**src/rtl/regfile_sb.sv**
```systemverilog
// Register file with two write ports, same-cycle write-to-read bypass and a
// per-register pending-write scoreboard for RAW hazard detection in decode.
module regfile_sb #(
  parameter int unsigned DATA_W = 64,
  parameter int unsigned NREGS  = 15,
  parameter int unsigned ID_W   = 4,
  parameter int unsigned CNT_W  = 2
) (
  input  logic              clk_i,
  input  logic              rst_n_i,
  input  logic [ID_W-1:0]   srcA_i,
  input  logic [ID_W-1:0]   srcB_i,
  output logic [DATA_W-1:0] valA_o,
  output logic [DATA_W-1:0] valB_o,
  output logic              busyA_o,
  output logic              busyB_o,
  input  logic [ID_W-1:0]   dstA_i,
  input  logic [ID_W-1:0]   dstB_i,
  input  logic [DATA_W-1:0] dstA_data_i,
  input  logic [DATA_W-1:0] dstB_data_i,
  input  logic [ID_W-1:0]   rsvA_i,
  input  logic [ID_W-1:0]   rsvB_i,
  input  logic              flush_i,
  output logic              sb_ovf_o
);

  localparam int unsigned SUM_W   = CNT_W + 2;
  localparam int unsigned CNT_MAX = (1 << CNT_W) - 1;

  logic [DATA_W-1:0] r_regs    [NREGS];
  logic [CNT_W-1:0]  r_cnt     [NREGS];
  logic [CNT_W-1:0]  w_cnt_nxt [NREGS];
  logic              r_ovf;
  logic              w_ovf_set;
  logic [1:0]        w_inc;
  logic [1:0]        w_dec;
  logic [SUM_W-1:0]  w_sum;

  logic w_dstA_ok, w_dstB_ok, w_rsvA_ok, w_rsvB_ok;

  // Ids at or above NREGS (including the all-ones "none" id) are inert.
  assign w_dstA_ok = (32'(dstA_i) < NREGS);
  assign w_dstB_ok = (32'(dstB_i) < NREGS);
  assign w_rsvA_ok = (32'(rsvA_i) < NREGS);
  assign w_rsvB_ok = (32'(rsvB_i) < NREGS);

  // Read ports: B write beats A write beats stored value.
  always_comb begin : read_ports
    valA_o  = '0;
    valB_o  = '0;
    busyA_o = 1'b0;
    busyB_o = 1'b0;
    for (int unsigned r = 0; r < NREGS; r++) begin
      if (srcA_i == ID_W'(r)) begin
        valA_o  = r_regs[r];
        busyA_o = |r_cnt[r];
      end
      if (srcB_i == ID_W'(r)) begin
        valB_o  = r_regs[r];
        busyB_o = |r_cnt[r];
      end
    end
    if (w_dstA_ok && (srcA_i == dstA_i)) valA_o = dstA_data_i;
    if (w_dstA_ok && (srcB_i == dstA_i)) valB_o = dstA_data_i;
    if (w_dstB_ok && (srcA_i == dstB_i)) valA_o = dstB_data_i;
    if (w_dstB_ok && (srcB_i == dstB_i)) valB_o = dstB_data_i;
    if (!rst_n_i) begin
      valA_o  = '0;
      valB_o  = '0;
      busyA_o = 1'b0;
      busyB_o = 1'b0;
    end
  end

  // Scoreboard next count: reservations add, writes subtract, result clamped.
  always_comb begin : sb_next
    w_cnt_nxt = '{default: '0};
    w_ovf_set = 1'b0;
    w_inc     = '0;
    w_dec     = '0;
    w_sum     = '0;
    for (int unsigned r = 0; r < NREGS; r++) begin
      w_inc = 2'(w_rsvA_ok && (rsvA_i == ID_W'(r))) + 2'(w_rsvB_ok && (rsvB_i == ID_W'(r)));
      w_dec = 2'(w_dstA_ok && (dstA_i == ID_W'(r))) + 2'(w_dstB_ok && (dstB_i == ID_W'(r)));
      w_sum = SUM_W'(r_cnt[r]) + SUM_W'(w_inc) - SUM_W'(w_dec);
      if (flush_i) begin
        w_cnt_nxt[r] = '0;
      end else if (w_sum[SUM_W-1]) begin
        w_cnt_nxt[r] = '0;
      end else if (w_sum > SUM_W'(CNT_MAX)) begin
        w_cnt_nxt[r] = CNT_W'(CNT_MAX);
        w_ovf_set    = 1'b1;
      end else begin
        w_cnt_nxt[r] = CNT_W'(w_sum);
      end
    end
  end

  always_ff @(posedge clk_i or negedge rst_n_i) begin : state_regs
    if (!rst_n_i) begin
      for (int unsigned r = 0; r < NREGS; r++) begin
        r_regs[r] <= '0;
        r_cnt[r]  <= '0;
      end
      r_ovf <= 1'b0;
    end else begin
      for (int unsigned r = 0; r < NREGS; r++) begin
        if (w_dstB_ok && (dstB_i == ID_W'(r))) begin
          r_regs[r] <= dstB_data_i;
        end else if (w_dstA_ok && (dstA_i == ID_W'(r))) begin
          r_regs[r] <= dstA_data_i;
        end
        r_cnt[r] <= w_cnt_nxt[r];
      end
      r_ovf <= r_ovf | w_ovf_set;
    end
  end

  assign sb_ovf_o = r_ovf;

endmodule

```
**config.mk**
```make
export PLATFORM = sky130hd
export DESIGN_NAME = regfile_sb
export DESIGN_NICKNAME = d
export VERILOG_FILES = /design/src/rtl/regfile_sb.sv
export SDC_FILE = /design/constraint.sdc
export NUM_CORES = 2
export LEC_CHECK = 0
export CAP_MARGIN = 20
export CORE_ASPECT_RATIO = 1.25
export CORE_MARGIN = 5
export CORE_UTILIZATION = 55
export DETAILED_ROUTE_END_ITERATION = 7
export PLACE_DENSITY = 0.72
export SLEW_MARGIN = 40
export SYNTH_ARGS = -nofsm -noshare
export SYNTH_HDL_FRONTEND = slang
export SYNTH_SLANG_ARGS = --single-unit
```
**constraint.sdc**
```tcl
create_clock -name clk_i -period 4.42 [get_ports clk_i]
set_input_delay 0.884 -clock clk_i [delete_from_list [all_inputs] [get_ports clk_i]]
set_output_delay 0.884 -clock clk_i [all_outputs]
set_load 0.05 [all_outputs]
```
# Word-level counts from Yosys, hierarchy flattened
# Cells that the tools add are included.
dict set report classes {
  reduce_logical 100
  muxes 188
  order_cmp 19
  addsub 60
  n_eq_ne 88
  n_bitwise 1
}
# cell n
set ops {}
lappend ops {{two-way mux 64 bit} 66}
lappend ops {{equality test 4 bit (second input constant)} 42}
lappend ops {{equality test 4 x 3 -> 1 bit (second input constant)} 24}
lappend ops {{two-way mux 2 bit} 45}
lappend ops {{two-way mux 1 bit} 77}
lappend ops {{logical AND 1 bit} 64}
lappend ops {{adder 1 x 1 -> 2 bit} 30}
lappend ops {{greater-than comparator 4 x 2 -> 1 bit (second input constant)} 15}
lappend ops {{subtractor 3 x 2 -> 4 bit} 15}
lappend ops {{equality test 4 x 2 -> 1 bit (second input constant)} 12}
lappend ops {{adder 2 x 2 -> 3 bit} 15}
lappend ops {{nonzero test 2 bit} 15}
lappend ops {{OR reduction 2 bit} 15}
lappend ops {{equality test 4 x 1 -> 1 bit (second input constant)} 6}
lappend ops {{zero test 4 bit} 6}
lappend ops {{equality test 4 bit} 4}
lappend ops {{< comparator 4 bit (second input constant)} 4}
lappend ops {{bitwise OR 1 bit} 1}
dict set report totals {
  output_inout_bits 131
  word_cells 487
  register_bits 991
}

# Depth between registers and ports, before layout
dict set report depth {
  ltp_word 52
  depth_mapped 14
  ltp_nobuf 13
}

# Worst setup path before layout
# No wires, ideal clock.
dict set report synth_timing {
  path_type {input-to-output}
  from {input srcB_i[3]}
  to {output busyB_o}
  path_stages 6
  slack_ns -0.835
  arrival_ns 4.371
  path_buffers 2
  cell_sequence {buf_4 buf_2 or3b_2 o31ai_1 a2111oi_0 a2111oi_0}
}
dict set report synth_between {
  elab_chain_cells 17
  elab_cells_between_ends 31
  cone_classes {14 x eq/ne; 16 x mux; 1 x reduce/logical}
}
# element line
set synth_lines {}
lappend synth_lines {{start, declared} 12} ;# input logic [ID_W-1:0] srcB_i,
lappend synth_lines {{zero test 4 bit} 58} ;# if (srcB_i == ID_W'(r)) begin
lappend synth_lines {{two-way mux 1 bit (14 in a row)} 58}
lappend synth_lines {{two-way mux 1 bit *} 58}
lappend synth_lines {{two-way mux 1 bit *} 67} ;# if (!rst_n_i) begin
lappend synth_lines {{end, declared} 16} ;# output logic busyB_o,
# Every way passes the cells marked *; elsewhere a longest branch is shown, timed or not.

# Worst setup path after layout
dict set report layout_timing {
  from {input srcB_i[3]}
  to {output valB_o[15]}
}
dict set report layout_between {
  elab_chain_cells 19
  elab_cells_between_ends 37
  cone_classes {16 x eq/ne; 18 x mux; 3 x reduce/logical}
}
# element line
set layout_lines {}
lappend layout_lines {{zero test 4 bit} 58}
lappend layout_lines {{two-way mux 64 bit (15 in a row)} 58}
lappend layout_lines {{two-way mux 64 bit} 64} ;# if (w_dstA_ok && (srcB_i == dstA_i)) valB_o = dstA_data_i;
lappend layout_lines {{two-way mux 64 bit *} 66} ;# if (w_dstB_ok && (srcB_i == dstB_i)) valB_o = dstB_data_i;
lappend layout_lines {{two-way mux 64 bit *} 67}
lappend layout_lines {{end, declared} 14} ;# output logic [DATA_W-1:0] valB_o,
# Marked as above.

==> summary.md <==
| Metric | Value |
|---|---|
| Run status | finished with violations |
| Failing checks | design-rule violations, negative setup slack |
| CTS max path bufs | 3 |
| Total Routing Usage GR | between 50% and 60% |
| Final min period | 4.51 ns |
| Final setup viols | 11 |
| Required time of the critical path | roughly 3.5 ns |
| Starting Density | a little under three fifths |
| Die ar. | between 0.1 and 0.15 sq mm |
| Number of buffers added on ports | around 290 |
| Root buffer cell | clkbuf_16 |
| Crit-path cells | buf_4 -> buf_6 -> buf_4 -> and3b_2 -> buf_12 -> a21o_1 -> a32oi_1 -> a31oi_1 -> a211oi_1 -> o31ai_1 -> buf_4 -> buf_12 |
| Die Ht | 402 um |
| TritonCTS clock tree | yes |
| Main flop type after synthesis | dfrtp_1 |
| Setup CP Type | primary input to output port |
| CP startpoint kind | primary input |
| CP Capture Type | output port |
| Num CTS Buffers | 109 |
| Worst slew pin tran | slightly below 1 ns |
| Final Skew | roughly 0.0062 ns |
| Initial antenna violation count | 45 |
| Max_slew headroom | around a third |
| # fillers | between 10000 and 15000 |
| Max-slew violation count | 0 |
| Die Wd | about 320 um |
| Util after Layout | approximately 66% |
| HPWL after DPL | roughly 240000 um |
| Max Cap Viol | 0 |
| Worst-Skew Late Latency | around 0.8 ns |
| Psw | 11800 uW |
| Comb power frac | just under 30% |
| Clk pwr share | 31.7% |
| Slowest cell on the critical path | o31ai_1 |
| Drt first pass iters | 8 |
| CP peak stage delay | 0.37 ns |
| Pre-CTS WS | -0.292 ns |
| Asr flop ratio synth | 100% |
| Vias in the first global route | ~70000 |
| Internal power | between 20000 and 25000 uW |
| Worst path arrival time | 3.63 ns |
| WL final | approximately 380000 um |
| Leakage | just under 0.04 uW |
| Largest net degree at the start of global routing | between 100 and 150 |
| Register bit total from synthesis | about 990 |
| Cells after synthesis | ~7600 |
| CTS H-tree depth | 3 |
| Post-Syn Area | 0.0677 sq mm |
| Clock transition at the registers of the reported paths | ~0.070 ns |
| Drt wl/cell | 39.1 um |
| Layout Nets | around 8000 |
| WHS | 0.496 ns |
| Post-route DRC | 51 |
| Final hold vios | 0 |
| Vias/cell | 7.58 |
| DRT iter0 DRCs | 13943 |
| Worst hold path type | register to register |
| Share of cells above drive strength 1 | 18.6% |
| Pwr/cell area | approximately 400 mW/mm^2 |
| Synth Warn # | 0 |
| Grt ovf | 0 |
| Area of the core | 0.123 sq mm |
| Mean Syn Cell Area | 8.92 sq um |
| Worst VDD drop | 0.343 mV |
| Most used cell, CP | buf_4 |
| Net Sw Frac | between 30% and 40% |
| Register area share after synthesis | 36.6% |
| Crit path max fanout | 19 |
| Row count | 144 |
| I/O pins | between 200 and 300 |
| Syn_nets | approximately 8000 |
| Clock sinks | approximately 990 |
| Post-synth cell types | 94 |
| GPL Wtd Cong | ~1.1 |
| P&R area growth vs syn | 20.5% |
| Max Clock Freq | 222 MHz |
| Register share of total power | between 30% and 40% |
| Number of synthesized flops with an enable pin | 0 |
| Worst Slack Setup Final | -0.0915 ns |
| First-pass GRT wire length | ~520000 um |
| Final Cycle Share | 102% |
| Routed vias | about 73000 |
| Post-DRT Antenna Nets | 0 |
==> logic make-up (layout without fill, tap and decap cells) <==
group | Yosys count | in the layout | share of synthesized area, %
compound gates | 2301 | 2301 | 20.9
xor+xnor | 14 | 14 | 0.181
fa+ha+maj | 106 | 106 | 2.46
buf+inv | 1058 | 1433 | 7.00
flops | 991 | 991 | 36.6
mux | 1273 | 1273 | 21.3
other cells | 0 | 43 | 0
simple gates | 1847 | 1847 | 11.4
==> worst paths after layout <==
path / startpoint / end / slack [ns] / cells past startpoint
max: srcB_i[3] / valB_o[15] / -0.09 / 12
min: r_regs[334] / r_regs[334] / 0.50 / 2
max reg2reg: r_cnt[12] / sb_ovf_o / 2.01 / 10
min reg2reg: r_regs[334] / r_regs[334] / 0.50 / 2
max in group asynchronous: rst_n_i / r_regs[395] / 2.10 / 5
min in group asynchronous: rst_n_i / sb_ovf_o / 0.53 / 2
==> repair_timing <==
item | 4_1_cts | 5_1_grt
pin swaps | 5 | 3
setup buffers | 1 | 11
endpoints found under the setup margin | 38 | 63
hold endpoints to repair | 9 | 0
resized for setup | 18 | 36
hold buffers | 1 | 0
==> power groups by stage <==
| stage | Combinational (uW) | Sequential (uW) | Clock [uW] |
|---|---|---|---|
| 6_report | 9410 | 12600 | 10200 |
| 5_1_grt | 9810 | 12800 | 10500 |
| 4_1_cts | 8980 | 12500 | 10100 |
| 3_5_place_dp | 8920 | 12600 | 0 |
| 3_3_place_gp | 8740 | 12600 | 0 |
| 2_1_floorplan | 5230 | 12100 | 0 |
==> synthesized netlist by cell type, types with 13 or more instances <==
cell / number / area share (%)
a2bb2oi_1: 15 / 0.19
buf_1: 24 / 0.13
o211ai_1: 27 / 0.30
nand2b_1: 21 / 0.19
buf_6: 25 / 0.42
clkbuf_1: 568 / 3.2
nor2b_1: 42 / 0.39
a22o_1: 43 / 0.56
buf_4: 60 / 0.67
mux4_2: 126 / 4.2
nor3_1: 92 / 0.68
nand3_1: 57 / 0.42
a221oi_1: 80 / 1.0
a21o_1: 26 / 0.29
o221ai_1: 89 / 1.2
a2111oi_0: 26 / 0.34
inv_1: 115 / 0.64
mux2_2: 89 / 1.5
a22oi_1: 97 / 1.1
a31oi_1: 42 / 0.39
buf_2: 255 / 1.9
and3_1: 29 / 0.27
o2bb2ai_1: 50 / 0.65
o22ai_1: 124 / 1.1
dfrtp_1: 991 / 37
a211oi_1: 69 / 0.77
o21a_1: 14 / 0.16
a222oi_1: 34 / 0.50
a21oi_1: 265 / 2.0
nor2_1: 300 / 1.7
a32oi_1: 31 / 0.40
o32ai_1: 13 / 0.17
o31ai_1: 13 / 0.14
fa_1: 45 / 1.3
o21ai_0: 1157 / 8.6
mux2i_1: 1057 / 16
nand2_1: 1204 / 6.7
ha_1: 61 / 1.1
==> metrics by stage <==
step	TNS (ns)	total power (uW)	cell area, sq um	std cells
floorplan	0	17300	67700	7590
global placement	-3.30	21300	77100	9350
detailed placement	-3.82	21600	77200	9352
CTS	0	31600	81200	9559
global route	-0.00315	33100	81500	9582
finish	-0.364	32300	81600	9614
==> metal layers <==
metal / share of wire, % / vias to the layer above / wire length (um) / track usage (%)
met4: 12 / 24 / 44200 / 48.1
met3: 16 / 2645 / 61100 / 25.8
met2: 39 / 7573 / 145000 / 75.4
met5: 0.077 / - / 291 / 0.301
li1: - / 27969 / - / -
met1: 33 / 34637 / 125000 / 67.3
==> layout make-up <==
type,instances,area [sq um],share of cell area (%)
inverter,123,490,0.601
multi-input combinational,5541,38700,47.4
sequential,991,24800,30.4
timing repair buffer,1105,11600,14.2
clock buffer,158,3220,3.95
antenna,43,108,0.132
clock inverter,47,656,0.804
tap,1606,2010,2.46
==> worst max-delay path: cells and delay by family <==
kind	cells	cell delay, ns
compound gates	5	1.00
simple gates	1	0.32
buf+inv	6	1.38
==> layout by cell type (no fill, tap or decap), types with 31 or more instances in the layout <==
cell type,n
clkdlybuf4s50_1,139
o221ai_1,89
clkbuf_16,110
o22ai_1,123
diode_2,43
o2bb2ai_1,49
a22oi_1,97
nor3_1,89
a31oi_1,42
dfrtp_1,991
fa_1,45
a21oi_1,263
nand3_1,55
buf_4,715
ha_1,46
a211oi_1,67
nand2_1,1201
nor2_1,287
a22o_1,43
mux4_2,126
o21ai_0,1156
a222oi_1,34
a221oi_1,80
mux2_2,89
mux2i_1,1057
nor2b_1,33
a32oi_1,31
inv_1,104
buf_12,225
==> flip-flops by register name, indices dropped and copies added (netlist names) <==
register	count
r_regs	960
r_cnt	30
sb_ovf_o	1
No activity file was read; power rests on OpenSTA's default activity.
